--- src/rtl/alu_pkg.sv ---
// Shared constants for the registered 16-bit ALU: opcodes, compare result
// codes and the bit positions of the operation-class flag vector.
// Optional feature macro used by users of this package: ALU_DIV_EN.
package alu_pkg;

  // Operation select codes driven on ALU_FUN.
  localparam logic [3:0] OP_ADD  = 4'd0;
  localparam logic [3:0] OP_SUB  = 4'd1;
  localparam logic [3:0] OP_MUL  = 4'd2;
  localparam logic [3:0] OP_DIV  = 4'd3;
  localparam logic [3:0] OP_AND  = 4'd4;
  localparam logic [3:0] OP_OR   = 4'd5;
  localparam logic [3:0] OP_NAND = 4'd6;
  localparam logic [3:0] OP_NOR  = 4'd7;
  localparam logic [3:0] OP_XOR  = 4'd8;
  localparam logic [3:0] OP_XNOR = 4'd9;
  localparam logic [3:0] OP_CMPEQ = 4'd10;
  localparam logic [3:0] OP_CMPGT = 4'd11;
  localparam logic [3:0] OP_CMPLT = 4'd12;
  localparam logic [3:0] OP_SHR  = 4'd13;
  localparam logic [3:0] OP_SHL  = 4'd14;
  localparam logic [3:0] OP_NOP  = 4'd15;

  // Values written to the result by the compare ops when they are true.
  localparam logic [1:0] CMP_EQ = 2'd1;
  localparam logic [1:0] CMP_GT = 2'd2;
  localparam logic [1:0] CMP_LT = 2'd3;

  // Bit positions inside the 4-bit class vector {ARITH,LOGIC,CMP,SHIFT}.
  localparam int FLAG_ARITH = 3;
  localparam int FLAG_LOGIC = 2;
  localparam int FLAG_CMP   = 1;
  localparam int FLAG_SHIFT = 0;
  localparam int FLAG_W     = 4;

endpackage

--- src/rtl/alu_flag_decode.sv ---
// Combinational map from the ALU function code to a one-hot (or all-zero)
// operation-class vector. Depends only on the opcode, never on the result.
// Optional feature macro: ALU_DIV_EN (without it, code 3 is a NOP class).
module alu_flag_decode
  import alu_pkg::*;
(
  input  logic [3:0]        alu_fun_i,
  output logic [FLAG_W-1:0] class_o
);

  // Opcode ranges map onto classes; NOP (and DIV when not built) give zero.
  always_comb begin
    class_o = '0;
    case (alu_fun_i)
      OP_ADD, OP_SUB, OP_MUL:                          class_o[FLAG_ARITH] = 1'b1;
`ifdef ALU_DIV_EN
      OP_DIV:                                          class_o[FLAG_ARITH] = 1'b1;
`endif
      OP_AND, OP_OR, OP_NAND, OP_NOR, OP_XOR, OP_XNOR: class_o[FLAG_LOGIC] = 1'b1;
      OP_CMPEQ, OP_CMPGT, OP_CMPLT:                    class_o[FLAG_CMP]   = 1'b1;
      OP_SHR, OP_SHL:                                  class_o[FLAG_SHIFT] = 1'b1;
      default:                                         class_o = '0;
    endcase
  end

endmodule

--- src/rtl/alu_reg16.sv ---
// Registered ALU: result and class flags are captured together at each
// rising edge, so both are valid one cycle after A/B/ALU_FUN are sampled.
// There is no handshake: a new operation is accepted every cycle and the
// outputs hold until the next edge.
// Optional feature macro: ALU_DIV_EN builds the unsigned divider for code 3;
// without it code 3 produces ALU_OUT=0 and no flags, exactly like NOP.
module alu_reg16
  import alu_pkg::*;
#(
  parameter int WIDTH = 16
) (
  input  logic             clk,
  input  logic             rst,
  input  logic [WIDTH-1:0] A,
  input  logic [WIDTH-1:0] B,
  input  logic [3:0]       ALU_FUN,
  output logic [WIDTH-1:0] ALU_OUT,
  output logic             ARITH_FLAG,
  output logic             LOGIC_FLAG,
  output logic             CMP_FLAG,
  output logic             SHIFT_FLAG
);

  logic [WIDTH-1:0]  result_d, result_q;
  logic [FLAG_W-1:0] class_d, class_q;

  alu_flag_decode u_flag_decode (
    .alu_fun_i (ALU_FUN),
    .class_o   (class_d)
  );

  // Next result: every op is truncated to WIDTH; add/sub/mul in WIDTH bits
  // naturally drop the carry / wrap / keep the low half of the product.
  always_comb begin
    result_d = '0;
    case (ALU_FUN)
      OP_ADD:   result_d = A + B;
      OP_SUB:   result_d = A - B;
      OP_MUL:   result_d = A * B;
`ifdef ALU_DIV_EN
      OP_DIV:   result_d = (B == '0) ? '0 : (A / B);
`endif
      OP_AND:   result_d = A & B;
      OP_OR:    result_d = A | B;
      OP_NAND:  result_d = ~(A & B);
      OP_NOR:   result_d = ~(A | B);
      OP_XOR:   result_d = A ^ B;
      OP_XNOR:  result_d = ~(A ^ B);
      OP_CMPEQ: result_d = (A == B) ? {{(WIDTH-2){1'b0}}, CMP_EQ} : '0;
      OP_CMPGT: result_d = (A > B)  ? {{(WIDTH-2){1'b0}}, CMP_GT} : '0;
      OP_CMPLT: result_d = (A < B)  ? {{(WIDTH-2){1'b0}}, CMP_LT} : '0;
      OP_SHR:   result_d = {1'b0, A[WIDTH-1:1]};
      OP_SHL:   result_d = {A[WIDTH-2:0], 1'b0};
      default:  result_d = '0;
    endcase
  end

  // Capture result and class together; reset wins over any pending op.
  always_ff @(posedge clk) begin
    if (rst) begin
      result_q <= '0;
      class_q  <= '0;
    end else begin
      result_q <= result_d;
      class_q  <= class_d;
    end
  end

  assign ALU_OUT    = result_q;
  assign ARITH_FLAG = class_q[FLAG_ARITH];
  assign LOGIC_FLAG = class_q[FLAG_LOGIC];
  assign CMP_FLAG   = class_q[FLAG_CMP];
  assign SHIFT_FLAG = class_q[FLAG_SHIFT];

endmodule

--- config.mk ---
export PLATFORM = sky130hd
export DESIGN_NAME = alu_reg16
export DESIGN_NICKNAME = d
export VERILOG_FILES = /design/src/rtl/alu_pkg.sv /design/src/rtl/alu_flag_decode.sv /design/src/rtl/alu_reg16.sv
export SDC_FILE = /design/constraint.sdc
export NUM_CORES = 1
export LEC_CHECK = 0
export BUFFER_PORTS_ARGS = -buffer_cell sky130_fd_sc_hd__buf_4
export CAP_MARGIN = 20
export CORE_MARGIN = 1.5
export CORE_UTILIZATION = 42
export DETAILED_ROUTE_END_ITERATION = 7
export PLACE_DENSITY = 0.62
export REMOVE_ABC_BUFFERS = 1
export SLEW_MARGIN = 0
export SYNTH_ARGS = -nofsm -noshare
export SYNTH_HDL_FRONTEND = slang
export SYNTH_SLANG_ARGS = --single-unit
--- constraint.sdc ---
create_clock -name clk -period 11 [get_ports clk]
set_clock_uncertainty 0.15 [all_clocks]
set_input_delay 1.1 -clock clk [delete_from_list [all_inputs] [get_ports clk]]
set_output_delay 1.1 -clock clk [all_outputs]
set_load 0.01 [all_outputs]
==> results.md <==
* Result of the run: finished clean
* CP bufs+invs at 6
* TritonCTS clock tree: yes
* Post-synth top area cell: fa_1
* Pin count of the biggest net entering global routing at 45
* Clk network pwr share at 0.068
* FILL cells at 1731
* Routed WL at 25.7 mm
* Initial antenna violation count at 0
* Diode count at 0
* Max Transition Viols Final at 0
* RSZ-0062 raised after global routing: no
* Detailed Routing Iterations Pass 1 at 8
* Routed len/inst at 21.0 um
* CTS max path bufs at 2
* Leakage power at 0.00389 uW
* Footprint of the multi-input gates at 6200 um^2
* Final ANT Viol Nets at 0
* Mapped Avg Cell Area at 7.58 um^2
* Largest cells by area after synthesis: fa_1, ha_1, inv_1, nor2_1, xnor2_1
* Gr ovfl total at 0
* Crit-path max cell delay at 0.54 ns
* Chip width at 136 um
* Post-CTS Resized at 0
* Register area at 400 um^2
* Ys async rst share at 0
* Post-Syn Area at 7400 um^2
* Number of global-route vias before repair at 6862
* Core area at 17200 um^2
* Cell mode on critical path: fa_1
* Worst rel slew slack at 0.190
* Most frequent cells in the layout: inv_1, nor2_1, nand2_1
* EDFF count, synth at 0
* Root Buffer: clkbuf_16
* Switching part of the total power at 0.545
* Layout net count at 1217
* Max-Cap Viols at 0
* Startpoint class of the critical path: input pin
* HPWL Detailed at 20.2 mm
* Starting density of the core at 0.429
* Synth Register Bits at 20
* Cell row count at 48
* Ys Warns at 0
* Crit-path max FO at 10
* Hold Fails Final Rpt at 0
* Critical Path RT at 10.95 ns
* Postcts setup bufs at 0
* Fin crit share at 0.610
* DR vias at 7109
* CP delay by family, top: adder cells
* Critical path class: input pin to register
* Sequential power share at 0.055
* Synth-to-layout area growth at 9.13%
* Distinct cells, synth at 69
* CP arrival at 6.66 ns
* Synth top area share at 0.219
* Int Power at 696 uW
* Peak Freq at 149 MHz
* Top FF cell, synth: dfxtp_1
* # port buffers at 57
* Post-CTS Hold Buffers at 0
* Setup tns final at 0 ns
* CP endpoint kind: register
* Die Y at 136 um
* First-pass GRT wire length at 39.4 mm
* Die area at 18400 um^2
* # H-tree levels at 1
* Pre-CTS WS at 4.02 ns
* Final setup viols at 0
* Vias per cell at 5.81
* DRT iter0 DRCs at 711
* Slowest library cell on the worst path: fa_1
* Pwr Density at 190 nW/um^2
* P_sw at 835 uW
* Most common cell after layout, fill and taps aside: inv_1
* Cell Chain, Critical Path: buf_4, clkinv_1, nor2_1, fa_1, inv_1, fa_1, fa_1, fa_1, inv_1, fa_1, inv_1, fa_1, inv_1, ha_1, and3_1, a211oi_1, a211oi_1, xnor2_1, a221oi_1, a21oi_1
* Tmin final at 6.70 ns
* Hold crit path type: input pin to register
* Synthesized instance count at 977
* Layout cell share with drive strength beyond 1 at 0.0842
* Combinational power share at 0.877
* Clock Pin Slew Worst Setup and Hold Paths at 0.06 ns
* Max IR drop VDD at 0.182 mV
* Num Clock Sinks at 20
* Post-route DRC at 0
* CTS Buf Count at 3
* Gpl congestion at 0.929
* GRT Util Overall at 0.284
* Worst setup slack after layout at 4.30 ns
* Sequential area share after synthesis at 0.0541
* IO Count at 58
* Slew at the pin closest to its max-slew limit at 1.21 ns
* Pwr Total at 1530 uW
-- state kept, by name, indices dropped and copies added, names as in the netlist --
signal   cells
ALU_OUT     16
class_q      4
-- cells in the mapped netlist (9+ instances only) --
| master | number |
|---|---|
| fa_1 | 81 |
| a21oi_1 | 48 |
| dfxtp_1 | 20 |
| xnor2_1 | 48 |
| inv_1 | 158 |
| xor2_1 | 25 |
| nand2_1 | 105 |
| nor3_1 | 21 |
| a221oi_1 | 11 |
| buf_2 | 12 |
| a211oi_1 | 9 |
| clkbuf_1 | 26 |
| nor2_1 | 113 |
| o21ai_0 | 35 |
| nand3_1 | 17 |
| ha_1 | 99 |
-- final cells by class --
type / count / area share
inverter: 165 / 0.0767
tap: 225 / 0.0349
sequential: 20 / 0.0496
clock inverter: 1 / 0.00372
clock buffer: 3 / 0.00930
multi-input combinational: 747 / 0.768
timing repair buffer: 62 / 0.0576
-- through the flow --
stage / util / instance area, um^2 / std cells / hold slack (ns)
after floorplan: - / 7210 / 932 / 1.02
after global placement: 0.462 / 7970 / 1219 / 1.15
after detailed placement: 0.462 / 7970 / 1219 / 1.15
after CTS: 0.469 / 8080 / 1223 / 0.877
after global routing: 0.469 / 8080 / 1223 / 0.892
final: 0.469 / 8080 / 1223 / 0.876
-- cells by family (layout without fill, tap and decap cells) --
| logic type | Yosys count | after routing | synth area share |
|---|---|---|---|
| AND/OR/NAND/NOR | 294 | 294 | 0.172 |
| multiplexers | 3 | 3 | 0.00423 |
| XOR/XNOR | 74 | 74 | 0.0894 |
| AO/OA/AOI/OAI | 196 | 196 | 0.183 |
| flip-flops | 20 | 20 | 0.0541 |
| adder cells (fa/ha/maj) | 180 | 180 | 0.386 |
| buffers and inverters | 210 | 231 | 0.110 |
-- metal layers --
| layer | vias to the layer above | global-route usage | share of wire |
|---|---|---|---|
| met4 | 0 | 0.109 | 0.041 |
| met5 | - | 0 | 0 |
| met2 | 385 | 0.449 | 0.45 |
| li1 | 3251 | - | - |
| met3 | 71 | 0.0412 | 0.090 |
| met1 | 3402 | 0.389 | 0.42 |
-- worst paths after layout --
| path | start | to | slack, ns | depth (start not counted) |
|---|---|---|---|---|
| setup / recovery | B[4] | ALU_OUT[14] | 4.30 | 20 |
| hold / removal | rst | class_q[2] | 0.88 | 2 |
-- power by group through the flow --
stage / sequential (uW) / clock, uW / combinational, uW
after floorplan: 90.1 / 0 / 921
after global placement: 85.5 / 0 / 1330
after detailed placement: 85.6 / 0 / 1330
after CTS: 83.9 / 106 / 1340
after global routing: 84.5 / 107 / 1490
final: 83.7 / 105 / 1340
Power figures use the tool's default switching activity.
